### src/rtl/pipe_pkg.sv
// Shared types for the elastic pipeline stage: occupancy state and count helper.
package pipe_pkg;

    localparam int unsigned COUNT_W = 2;

    typedef enum logic [1:0] {
        EMPTY = 2'd0,
        BUSY  = 2'd1,
        FULL  = 2'd2
    } pipe_state_t;

    // The state encoding equals the number of held words.
    function automatic logic [COUNT_W-1:0] state_count(input pipe_state_t s);
        return COUNT_W'(s);
    endfunction

endpackage

### src/rtl/dff_en.sv
// n-bit register with load enable and synchronous active-high reset to zero.
module dff_en #(
    parameter int unsigned n = 32
) (
    input  logic         CLOCK,
    input  logic         RESET,
    input  logic         EN,
    input  logic [n-1:0] D,
    output logic [n-1:0] Q
);

    logic [n-1:0] q_q;
    logic [n-1:0] q_d;

    always_comb begin
        q_d = q_q;
        if (EN) begin
            q_d = D;
        end
    end

    always_ff @(posedge CLOCK) begin
        if (RESET) begin
            q_q <= '0;
        end else begin
            q_q <= q_d;
        end
    end

    assign Q = q_q;

endmodule

### src/rtl/pipe_skid_reg.sv
// Elastic valid/ready pipeline register: main + skid buffer, one-cycle latency, full throughput.
module pipe_skid_reg
    import pipe_pkg::*;
#(
    parameter int unsigned n = 32
) (
    input  logic               CLOCK,
    input  logic               RESET,
    input  logic               FLUSH,
    input  logic               IN_VALID,
    output logic               IN_READY,
    input  logic [n-1:0]       IN_DATA,
    output logic               OUT_VALID,
    input  logic               OUT_READY,
    output logic [n-1:0]       OUT_DATA,
    output logic [COUNT_W-1:0] COUNT
);

    pipe_state_t  state_q;
    pipe_state_t  state_d;
    logic         in_ready_q;
    logic         in_ready_d;
    logic         out_valid_q;
    logic         out_valid_d;
    logic         main_en;
    logic         skid_en;
    logic         main_from_skid;
    logic [n-1:0] main_d;
    logic [n-1:0] main_q;
    logic [n-1:0] skid_q;
    logic         in_xfer;
    logic         out_xfer;

    assign in_xfer  = IN_VALID && in_ready_q;
    assign out_xfer = out_valid_q && OUT_READY;

    // Next-state and register-load control; FLUSH discards everything held this cycle.
    always_comb begin
        state_d        = state_q;
        main_en        = 1'b0;
        skid_en        = 1'b0;
        main_from_skid = 1'b0;
        unique case (state_q)
            EMPTY: begin
                if (in_xfer) begin
                    main_en = 1'b1;
                    state_d = BUSY;
                end
            end
            BUSY: begin
                if (in_xfer && out_xfer) begin
                    main_en = 1'b1;
                end else if (in_xfer) begin
                    skid_en = 1'b1;
                    state_d = FULL;
                end else if (out_xfer) begin
                    state_d = EMPTY;
                end
            end
            FULL: begin
                if (out_xfer) begin
                    main_en        = 1'b1;
                    main_from_skid = 1'b1;
                    state_d        = BUSY;
                end
            end
            default: state_d = EMPTY;
        endcase
        if (FLUSH) begin
            state_d = EMPTY;
            main_en = 1'b0;
            skid_en = 1'b0;
        end
        in_ready_d  = (state_d != FULL);
        out_valid_d = (state_d != EMPTY);
    end

    assign main_d = main_from_skid ? skid_q : IN_DATA;

    always_ff @(posedge CLOCK) begin
        if (RESET) begin
            state_q     <= EMPTY;
            in_ready_q  <= 1'b1;
            out_valid_q <= 1'b0;
        end else begin
            state_q     <= state_d;
            in_ready_q  <= in_ready_d;
            out_valid_q <= out_valid_d;
        end
    end

    dff_en #(.n(n)) u_main (
        .CLOCK (CLOCK),
        .RESET (RESET),
        .EN    (main_en),
        .D     (main_d),
        .Q     (main_q)
    );

    dff_en #(.n(n)) u_skid (
        .CLOCK (CLOCK),
        .RESET (RESET),
        .EN    (skid_en),
        .D     (IN_DATA),
        .Q     (skid_q)
    );

    // Ready is held low for as long as reset is asserted.
    assign IN_READY  = in_ready_q && !RESET;
    assign OUT_VALID = out_valid_q;
    assign OUT_DATA  = main_q;
    assign COUNT     = state_count(state_q);

endmodule

### config.mk
export PLATFORM = sky130hd
export DESIGN_NAME = pipe_skid_reg
export DESIGN_NICKNAME = d
export VERILOG_FILES = /design/src/rtl/pipe_pkg.sv /design/src/rtl/dff_en.sv /design/src/rtl/pipe_skid_reg.sv
export SDC_FILE = /design/constraint.sdc
export NUM_CORES = 1
export LEC_CHECK = 0
export ABC_AREA = 1
export CORE_UTILIZATION = 55
export CTS_BUF_LIST = sky130_fd_sc_hd__clkbuf_8
export CTS_CLUSTER_DIAMETER = 60
export DETAILED_ROUTE_END_ITERATION = 8
export PLACE_DENSITY_LB_ADDON = 0.25
export SYNTH_ARGS = -nofsm -noshare
export SYNTH_HDL_FRONTEND = slang
export SYNTH_HIERARCHICAL = 1
export SYNTH_SLANG_ARGS = --single-unit
### constraint.sdc
create_clock -name CLOCK -period 3.2 [get_ports CLOCK]
set_input_delay 0.32 -clock CLOCK [delete_from_list [all_inputs] [get_ports CLOCK]]
set_output_delay 0.32 -clock CLOCK [all_outputs]
set_load 0.005 [all_outputs]
; ---- After elaboration in Yosys (flattened, before gate mapping)
; Index checks and enable logic that the tools add are counted.
[word_totals]
regBits = 68
in_bits = 37
output_inout_bits = 36
word_cells = 32
[classes]
n_eq_ne = 3
n_mux = 17
reduce_logical = 7
[op_table]
columns = op, n
row1 = 32-bit 2-to-1 mux, 1
row2 = 2-bit 2-to-1 mux, 6
row3 = 1-bit 2-to-1 mux, 8
row4 = 2-bit one-hot mux with 3 select lines, 1
row5 = 1-bit logical AND, 4
row6 = 1-bit one-hot mux with 3 select lines, 1
row7 = 2-bit by 1-bit == test with 1-bit output (second input constant), 1
row8 = 2-bit == test (second input constant), 1
row9 = 2-bit zero test, 1
row10 = 2-bit inequality test (second input constant), 1
row11 = 2-bit nonzero test, 1
row12 = 1-bit zero test, 1

; ---- Depth between registers and ports, before layout
; Gate-level depths: netlist (run 1).
[logic_depth]
word_depth = 7
depth_mapped = 11

; ---- By module
; The synthesis (run 1) kept the hierarchy.
[modules_own_cells]
columns = module, instances, cells_per_inst, area_per_inst_um2, seq_area_each_um2
row1 = dff_en, 2, 203, 1338.8, 640.6
row2 = pipe_skid_reg, 1, 136, 762.0, 80.1

; ---- Worst setup path after synthesis (run 1)
; OpenSTA, ideal clock, no wires.
[synth_path]
path_type = reg2reg
from = register state_q[1] (netlist: COUNT[1])
to = register u_main.q_q[22] (netlist: u_main/Q[22])
setup_time_ns = 0.113
t_arrival_ns = 1.353
t_required_ns = 3.087
slack_ns = 1.735
stages_incl_launch_ff = 11
period_less_slack_ns = 1.465
path_cell_list = dfxtp_1 -> inv_2 -> nor2_2 -> nand3_2 -> clkbuf_2 -> a21oi_1 -> buf_6 -> buf_6 -> nand2_1 -> nand2_1 -> nor2_1
[synth_via]
elab_chain_len = 3
word_cells_on_any_way = 7
[synth_rtl]
columns = element, line_no
row1 = "start, declared", pipe_skid_reg.sv:19  ; pipe_state_t state_q;
row2 = "start signal, assigned", pipe_skid_reg.sv:86  ; state_q <= state_d;
row3 = "2-bit == test, or another cell as far along", pipe_skid_reg.sv:43  ; unique case (state_q)
row4 = 1-bit one-hot mux with 3 select lines *, pipe_skid_reg.sv:43
row5 = 1-bit 2-to-1 mux *, pipe_skid_reg.sv:69  ; if (FLUSH) begin
row6 = via main_en, pipe_skid_reg.sv:25  ; logic main_en;
row7 = "end signal, assigned", dff_en.sv:26  ; q_q <= q_d;
row8 = "end, declared", dff_en.sv:12  ; logic [n-1:0] q_q;
; The timed path passes the listed nets; every way through them passes the cells marked *.
; A chain may end at the register's enable or synchronous reset.

; ---- Worst setup path in the final report (run 1)
[layout_path]
from = input port IN_VALID
to = register u_skid.q_q[22] (netlist: u_skid/Q[22])
[layout_via]
elab_chain_len = 5
word_cells_on_any_way = 6
[layout_rtl]
columns = element, line_no
row1 = "start, declared", pipe_skid_reg.sv:10  ; input logic IN_VALID,
row2 = 1-bit logical AND *, pipe_skid_reg.sv:34  ; assign in_xfer = IN_VALID && in_ready_q;
row3 = 1-bit 2-to-1 mux / 1-bit logical AND (equally long branches), "pipe_skid_reg.sv:53, pipe_skid_reg.sv:51"
row4 = 1-bit 2-to-1 mux *, pipe_skid_reg.sv:51  ; if (in_xfer && out_xfer) begin
row5 = 1-bit 2-to-1 mux *, pipe_skid_reg.sv:43
row6 = 1-bit 2-to-1 mux *, pipe_skid_reg.sv:69
row7 = via skid_en, pipe_skid_reg.sv:26  ; logic skid_en;
row8 = "end signal, assigned", dff_en.sv:26
row9 = "end, declared", dff_en.sv:12
; Marks and branches as above.

==> impl_metrics.toml, run 1 <==
[status]
status = "completed"

[clock_network]
cts_sinks = 68
h-tree-depth = 3
cts.repair.resized = 0
cts.path.max_buffers = 2
cts_hold_repair.buffers = 0
clk_latency_ps = 330
cts_buffers = 9
post-cts-setup-buffers = 0
path_clk_slew_ps = 70
cts_tree = "done"
cts_root_buffer = "clkbuf_8"

[finish]
final_net_count = 639
final_cells = 682
drive_gt1_frac = 0.0774
diodes = 0
area_delta_synth_final_pct = 24.8

[routing]
drc = 0
drt_iter0_markers = 118
totalWireLength_microns = 6820
vias = 3044
avgViaCountPerCell = 4.46
wire_per_inst_microns = 10.0
ant_nets = 0
firstDrtPassIters = 6

[timing]
rsz0062_at_grt = "no"
fin_hold_ws_ps = 469
finalHoldViolCount = 0
finalCritPeriodShare = 0.582
final.setup.tns_ps = 0
max_freq_mhz = 537
skew_ps = 9.84
maxSlewViolCount = 0
setup_viol = 0
worstMarginPinSlew_ps = 991
min_period_ps = 1860
slew_headroom = 0.339

[worst_setup_path]
start_kind = "input port"
cp_data_arrival_time_ps = 2090
crit_path_end_kind = "register"
cp_max_fo = 37
path_class = "input port to register"
cp.required_ps = 3430

[synth]
synth_top_area_share = 0.396
synth_edf_count = 0
ys_top_cells_by_area = "dfxtp_1 (40%), nand2_1 (19%), nor2_1 (14%)"
synth_nets = 579
synth_cell_types = 14
synthFlopType = "dfxtp_1"
synth_cells = 542
yosysSeqAreaShare = 0.396
yosysMostFrequentCell = "nand2_1"
synth_top_area_cell = "dfxtp_1"
ys.warnings.count = 6
synth-async-reset-ratio = 0
syn_area_per_cell_sq_um = 6.35
synth_common_cells = "nand2_1 (173), nor2_1 (132), inv_1 (103)"
netlist_area_sq_um = 3440
ys_ff_latch = 68

[global_route]
antenna_found_initial = 0
grt.total_usage = 0.219
grt_pass1_wl_microns = 11100
grt_max_degree = 65
grt_pass1_vias = 2714
overflow = 0

[floorplan]
die_area_sq_um = 6570
io_pins = 73
start_util = 0.574
die_h_microns = 81.1
placement_rows = 28
core_sq_um = 5990
fp.dieW_microns = 81.1

[placed_design]
port-buffer-count = 72
placedCellCount = 666
place_hpwl_microns = 4580
place.gp.congestion = 0.796

[power_and_ir_drop]
p_leak_nw = 2.07
power_density_nw_per_um2 = 467
peakVddDrop_mv = 0.317

[hold_path]
min_path_type = "register to register"

[flow_run]
cap_violations = 0
==> placed cells by master (no fill, tap or decap) <==
master / count
nand2_1: 173
nor2_1: 131
inv_1: 104
clkdlybuf4s50_1: 72
dfxtp_1: 68
o21ai_2: 23
clkbuf_8: 12
o21ai_1: 9
nand3_1: 3
buf_4: 3
bufinv_16: 2
inv_2: 1
nor2_2: 1
nand3_2: 1
nor2_4: 1
a21oi_4: 1
clkinvlp_4: 1
buf_12: 1
==> worst max-delay path: stages <==
cell,delay [ps]
clkdlybuf4s50_1,460
nand2_1,60
inv_1,70
nand3_1,140
nor2_4,510
buf_12,270
nand2_1,100
nand2_1,80
nor2_1,60
==> where the power goes <==
part	internal (mW)	switching, mW	leakage [nW]
clock network	0.500	0.316	0.120
registers	0.886	0.0209	0.555
logic	0.150	0.131	1.40
total	1.54	0.468	2.07
==> logic make-up (layout without fill, tap and decap cells) <==
family | count (synthesis) | after routing | share of synthesized area
and+or+nand+nor | 310 | 310 | 0.342
buffers and inverters | 131 | 196 | 0.189
DFF | 68 | 68 | 0.396
AOI/OAI and AO/OA | 33 | 33 | 0.0731
==> per-layer routing <==
layer  vias to the layer above  global-route usage  routed length (microns)
met5                         -                   0                        0
met4                         0               0.107                       39
met3                         4              0.0528                      329
met2                        66               0.381                     3310
met1                      1311               0.251                     3140
li1                       1663                   -                        -
==> registers in the layout, indices dropped and copies added (netlist names) <==
register    count
u_main/Q       32
u_skid/Q       32
COUNT           2
OUT_VALID       1
in_ready_q      1
==> layout make-up <==
| class | count | area (sq um) |
|---|---|---|
| Inverter | 104 | 390 |
| Clock buffer | 12 | 165 |
| Tap cell | 75 | 93.8 |
| Clock inverter | 4 | 71.3 |
| Multi-Input combinational cell | 343 | 1450 |
| Sequential cell | 68 | 1360 |
| Timing Repair Buffer | 76 | 763 |
| Fill cell | 488 | 1700 |
==> through the flow <==
stage	total power, mW	worst slack, ps	util	instance area, sq um
final	2.01	1340	0.716	4290
after global routing	2.10	1230	0.716	4290
after CTS	2.03	1360	0.716	4290
after detailed placement	1.21	1040	0.677	4060
after global placement	1.20	1110	0.677	4060
after floorplan	1.08	1730	-	3440
==> final timing paths <==
check                                               start                        end  slack (ps)  cells past startpoint
worst min-delay path            u_main/Q[20]$_SDFFE_PP0P_  u_main/Q[20]$_SDFFE_PP0P_         470                      2
worst max-delay path                             IN_VALID  u_skid/Q[22]$_SDFFE_PP0P_        1340                      9
worst max register to register        COUNT[0]$_SDFF_PP0_  u_skid/Q[22]$_SDFFE_PP0P_        1370                      8
worst min register to register  u_main/Q[20]$_SDFFE_PP0P_  u_main/Q[20]$_SDFFE_PP0P_         470                      2
Power figures use the tool's default switching activity.
==> run 2, diff against run 1 <==
--- a/config.mk
+++ b/config.mk
@@ -6,7 +6,7 @@
 export NUM_CORES = 1
 export LEC_CHECK = 0
 export ABC_AREA = 1
-export CORE_UTILIZATION = 55
+export CORE_UTILIZATION = 48
 export CTS_BUF_LIST = sky130_fd_sc_hd__clkbuf_8
 export CTS_CLUSTER_DIAMETER = 60
 export DETAILED_ROUTE_END_ITERATION = 8
==> constraint.sdc (replaced) <==
create_clock -name CLOCK -period 1.7 [get_ports CLOCK]
set_input_delay 0.17 -clock CLOCK [delete_from_list [all_inputs] [get_ports CLOCK]]
set_output_delay 0.17 -clock CLOCK [all_outputs]
set_load 0.005 [all_outputs]
==> run 2 against run 1 <==
Compared with the run above:
- total power rose by 76%
- setup slack got worse by 1100 ps
- critical endpoint is now IN_READY
- first-iteration DRC count is 12% higher
- highest routed layer unchanged
- largest cell class unchanged
==> impl_metrics.toml, run 2 (synthesis results as in run 1) <==
[finish]
drive_gt1_frac = 0.0863
final_cell_area_sq_um = 4370
area_delta_synth_final_pct = 27.0
layout_common_cells = "nand2_1 (173), nor2_1 (131), inv_1 (105), clkdlybuf4s50_1 (72), dfxtp_1 (68)"
final_net_count = 646
diodes = 0
final_common_cell = "nand2_1"

[routing]
vias = 3056
firstDrtPassIters = 4
ant_nets = 0
avgViaCountPerCell = 4.30
totalWireLength_microns = 6700
drt_iter0_markers = 132
wire_per_inst_microns = 9.43
drc = 0

[timing]
maxSlewViolCount = 0
rsz0062_at_grt = "no"
max_freq_mhz = 689
skew_ps = 11.3
worstMarginPinSlew_ps = 401
min_period_ps = 1450
slew_headroom = 0.733
finalHoldViolCount = 0
fin_hold_ws_ps = 451
setup_viol = 0
finalCritPeriodShare = 0.854

[worst_setup_path]
rr_worst_depth = 8
timing.rr.end = "u_main/Q[16]$_SDFFE_PP0P_"
path_cells = "clkdlybuf4s50_1 > nor2_1 > clkdlybuf4s50_1"
critPathMaxStageDelay_ps = 500
cpMaxStageDelayCell = "clkdlybuf4s50_1"
path_class = "input port to output pin"
start_kind = "input port"
crit_path_end_kind = "output pin"
crit_start = "RESET"
r2r_slack_ps = 260
reg2reg_from = "COUNT[1]$_SDFF_PP0_"
cp_max_fo = 4
crit_top_cell = "clkdlybuf4s50_1"
cp_data_arrival_time_ps = 1280
cp.required_ps = 1530
endpoint = "IN_READY"

[hold_path]
whs_path_depth = 5
min_path_type = "input port to register"

[clock_network]
cts_buffers = 9
cts_hold_repair.buffers = 0
cts_sinks = 68
cts.repair.resized = 0
cts_root_buffer = "clkbuf_8"
clk_latency_ps = 340
h-tree-depth = 3
cts_tree = "done"
cts.path.max_buffers = 2
post-cts-setup-buffers = 0
path_clk_slew_ps = 80

[global_route]
overflow = 0
grt_pass1_wl_microns = 11500
grt.total_usage = 0.196
grt_max_degree = 41
grt_pass1_vias = 2680
antenna_found_initial = 0

[placed_design]
place_hpwl_microns = 4570
place.gp.congestion = 0.801
dpl-instance-area_sq_um = 4180
port-buffer-count = 72

[power_and_ir_drop]
power_density_nw_per_um2 = 806
swShare = 0.254
internal_power_mw = 2.63
p_leak_nw = 2.10
share_seq_of_total_power = 0.486
clockPowerShare = 0.359
peakVddDrop_mv = 0.476
p_sw_mw = 0.895
p_comb_frac = 0.155

[floorplan]
io_pins = 73
start_util = 0.501
placement_rows = 30
core_sq_um = 6870
fp.dieW_microns = 86.7
die_area_sq_um = 7510
die_h_microns = 86.7

[flow_run]
cap_violations = 0

[status]
status = "completed"
==> run 2: power by group through the flow <==
stage          sequential [mW]  combinational [mW]  clock [mW]
6_report                  1.71               0.544        1.27
5_1_grt                   1.72               0.615        1.37
4_1_cts                   1.71               0.550        1.30
3_5_place_dp              1.75               0.547           0
3_3_place_gp              1.75               0.536           0
2_1_floorplan             1.75               0.291           0
==> run 2: area by class of cell <==
class                      instances  area, sq um
inverter                         104          390
fill                             669         2500
sequential                        68         1360
tap                               96          120
clock inverter                     7         60.1
multi-input combinational        343         1450
clock buffer                       9          124
timing repair buffer              83          866
==> run 2: routing by layer <==
metal	track usage	wire length (microns)
met5	0	0
met4	0.0879	110
met3	0.0390	278
met2	0.322	3060
met1	0.251	3250
==> run 2: worst min path at each step <==
stage | startpoint | end
2_1_floorplan | RESET | in_ready_q$_SDFF_PP1_
3_3_place_gp | u_main/Q[21]$_SDFFE_PP0P_ | u_main/Q[21]$_SDFFE_PP0P_
3_5_place_dp | u_skid/Q[20]$_SDFFE_PP0P_ | u_skid/Q[20]$_SDFFE_PP0P_
4_1_cts | IN_DATA[4] | u_skid/Q[4]$_SDFFE_PP0P_
5_1_grt | IN_DATA[4] | u_skid/Q[4]$_SDFFE_PP0P_
6_report | IN_DATA[4] | u_skid/Q[4]$_SDFFE_PP0P_
==> run 2: through the flow <==
stage	setup TNS, ps	util	power [mW]	std cells	setup slack, ps
after floorplan	0	-	2.04	542	235
after global placement	0	0.609	2.28	694	11.2
after detailed placement	-51.3	0.609	2.30	694	-11.4
after CTS	0	0.636	3.56	710	232
after global routing	0	0.636	3.71	710	124
final	0	0.636	3.52	710	248
==> run 2: worst max-delay path, delay by kind of cell <==
kind / cells / cell delay (ps)
buffers and inverters: 2 / 980
AND/OR/NAND/NOR: 1 / 130
==> run 3, diff against run 2 <==
--- a/config.mk
+++ b/config.mk
@@ -10,7 +10,7 @@
 export CTS_BUF_LIST = sky130_fd_sc_hd__clkbuf_8
 export CTS_CLUSTER_DIAMETER = 60
 export DETAILED_ROUTE_END_ITERATION = 8
-export PLACE_DENSITY_LB_ADDON = 0.25
+export PLACE_DENSITY = 0.89
 export SYNTH_ARGS = -nofsm -noshare
 export SYNTH_HDL_FRONTEND = slang
 export SYNTH_HIERARCHICAL = 1
==> run 3 against run 2 <==
Compared with the run above:
- hold slack better by 9.1 ps
- cell count unchanged
- total power increased by 8.0%
- combinational power increased by 0.9%
- wire length increased by 7.4%
- fmax shrank 4.0%
- clock skew down 8.5 ps
- sequential share of layout area shrank 0.27 points
- register-to-register slack worse by 70 ps
- core utilization is 0.56 points higher
- critical endpoint is now u_main/Q[8]$_SDFFE_PP0P_
- cell area is 0.89% higher
- clock-buffer cell count rose by 3
==> impl_metrics.toml, run 3 (synthesis results as in run 1) <==
[timing]
finalCritPeriodShare = 0.889
min_period_ps = 1510
rsz0062_at_grt = "no"
skew_ps = 2.78
max_freq_mhz = 662
setup_viol = 0
worstMarginPinSlew_ps = 354
finalHoldViolCount = 0
maxSlewViolCount = 0
slew_headroom = 0.764

[floorplan]
core_sq_um = 6870
placement_rows = 30
io_pins = 73
die_area_sq_um = 7510
die_h_microns = 86.7
start_util = 0.501
fp.dieW_microns = 86.7

[routing]
drc = 0
avgViaCountPerCell = 4.43
ant_nets = 0
firstDrtPassIters = 4
drt_iter0_markers = 109
wire_per_inst_microns = 10.1
totalWireLength_microns = 7190
vias = 3147

[global_route]
overflow = 0
grt_pass1_wl_microns = 12000
antenna_found_initial = 0
grt_max_degree = 37
grt.total_usage = 0.206
grt_pass1_vias = 2871

[worst_setup_path]
endpoint = "u_main/Q[8]$_SDFFE_PP0P_"
crit_buf_inv = 3
crit_start = "COUNT[1]$_SDFF_PP0_"
crit_top_cell = "nand2_1"
r2r_slack_ps = 190
path_class = "register to register"
crit_family = "simple AND/OR/NAND/NOR gates"
path_cells = "inv_2 > nor2_2 > nand3_2 > buf_4 > nand2_1 > o21ai_2 > inv_1 > nand2_1 > nand2_1 > nor2_1"
timing.rr.end = "u_main/Q[8]$_SDFFE_PP0P_"
cp_data_arrival_time_ps = 1750
rr_worst_depth = 10
cpMaxStageDelayCell = "dfxtp_1"
worst-path-stages = 10
cp.required_ps = 1940
reg2reg_from = "COUNT[1]$_SDFF_PP0_"
cp_max_fo = 28
start_kind = "register"
crit_path_end_kind = "register"
critPathMaxStageDelay_ps = 380

[clock_network]
path_clk_slew_ps = 70
clk_latency_ps = 340
cts_hold_repair.buffers = 0
cts_sinks = 68
cts.repair.resized = 0
cts.path.max_buffers = 2
h-tree-depth = 3
cts_buffers = 9
post-cts-setup-buffers = 0
cts_root_buffer = "clkbuf_8"
cts_tree = "done"

[finish]
area_delta_synth_final_pct = 28.1
final_cells = 710
final_cell_area_sq_um = 4410
final_common_cell = "nand2_1"
final_net_count = 646
layout_common_cells = "nand2_1 (173), nor2_1 (131), inv_1 (103), clkdlybuf4s50_1 (72), dfxtp_1 (68)"
fillers = 599
diodes = 0
drive_gt1_frac = 0.0896

[power_and_ir_drop]
internal_power_mw = 2.91
power_mw = 3.80
swShare = 0.236
p_leak_nw = 2.12
p_comb_frac = 0.144
peakVddDrop_mv = 0.375
power_density_nw_per_um2 = 863
p_sw_mw = 0.898
share_seq_of_total_power = 0.450
clockPowerShare = 0.406

[placed_design]
placedCellCount = 694
port-buffer-count = 72
place.gp.congestion = 0.744
place_hpwl_microns = 4940
dpl-instance-area_sq_um = 4170

[flow_run]
cap_violations = 0

[hold_path]
hp-start = "IN_DATA[25]"
min_path_type = "input port to register"

[status]
status = "completed"
==> run 3: worst min-delay path, delay by kind of cell <==
family	cells	cell delay [ps]
buffers and inverters	2	480
AND/OR/NAND/NOR	3	120
==> run 3: cell type report <==
cell class	instances	area, sq um	area share
multi-input cells	343	1450	0.328
clock buffers	12	165	0.0375
clock inverters	4	70.1	0.0159
flip-flops and latches	68	1360	0.309
repair buffers	83	853	0.194
well taps	96	120	0.0273
inverters	104	390	0.0886
==> run 3: power groups by stage <==
| stage | registers, mW | logic [mW] | clock network [mW] |
|---|---|---|---|
| floorplan | 1.75 | 0.291 | 0 |
| global placement | 1.74 | 0.532 | 0 |
| detailed placement | 1.75 | 0.549 | 0 |
| CTS | 1.71 | 0.553 | 1.57 |
| global route | 1.72 | 0.613 | 1.65 |
| finish | 1.71 | 0.549 | 1.54 |
==> run 3: per-stage QoR <==
stage	hold slack, ps	TNS [ps]	util	setup slack [ps]
2_1_floorplan	313	0	-	235
3_3_place_gp	457	0	0.607	28.2
3_5_place_dp	462	-577	0.607	-48.2
4_1_cts	454	0	0.642	199
5_1_grt	476	0	0.642	60.8
6_report	460	0	0.642	188
==> run 3: worst min path at each step <==
stage / end / slack, ps / cells after the start
finish: u_skid/Q[25]$_SDFFE_PP0P_ / 460 / 5
global route: u_skid/Q[3]$_SDFFE_PP0P_ / 480 / 5
detailed placement: u_skid/Q[7]$_SDFFE_PP0P_ / 460 / 2
global placement: u_main/Q[16]$_SDFFE_PP0P_ / 460 / 2
floorplan: in_ready_q$_SDFF_PP1_ / 310 / 2
CTS: u_skid/Q[25]$_SDFFE_PP0P_ / 450 / 5
==> run 3: metal layers <==
layer / global-route usage / vias to the layer above / wire length (microns)
met5: 0 / - / 0
met4: 0.112 / 0 / 148
met3: 0.0419 / 13 / 234
met2: 0.376 / 64 / 3750
met1: 0.223 / 1393 / 3060
li1: - / 1677 / -
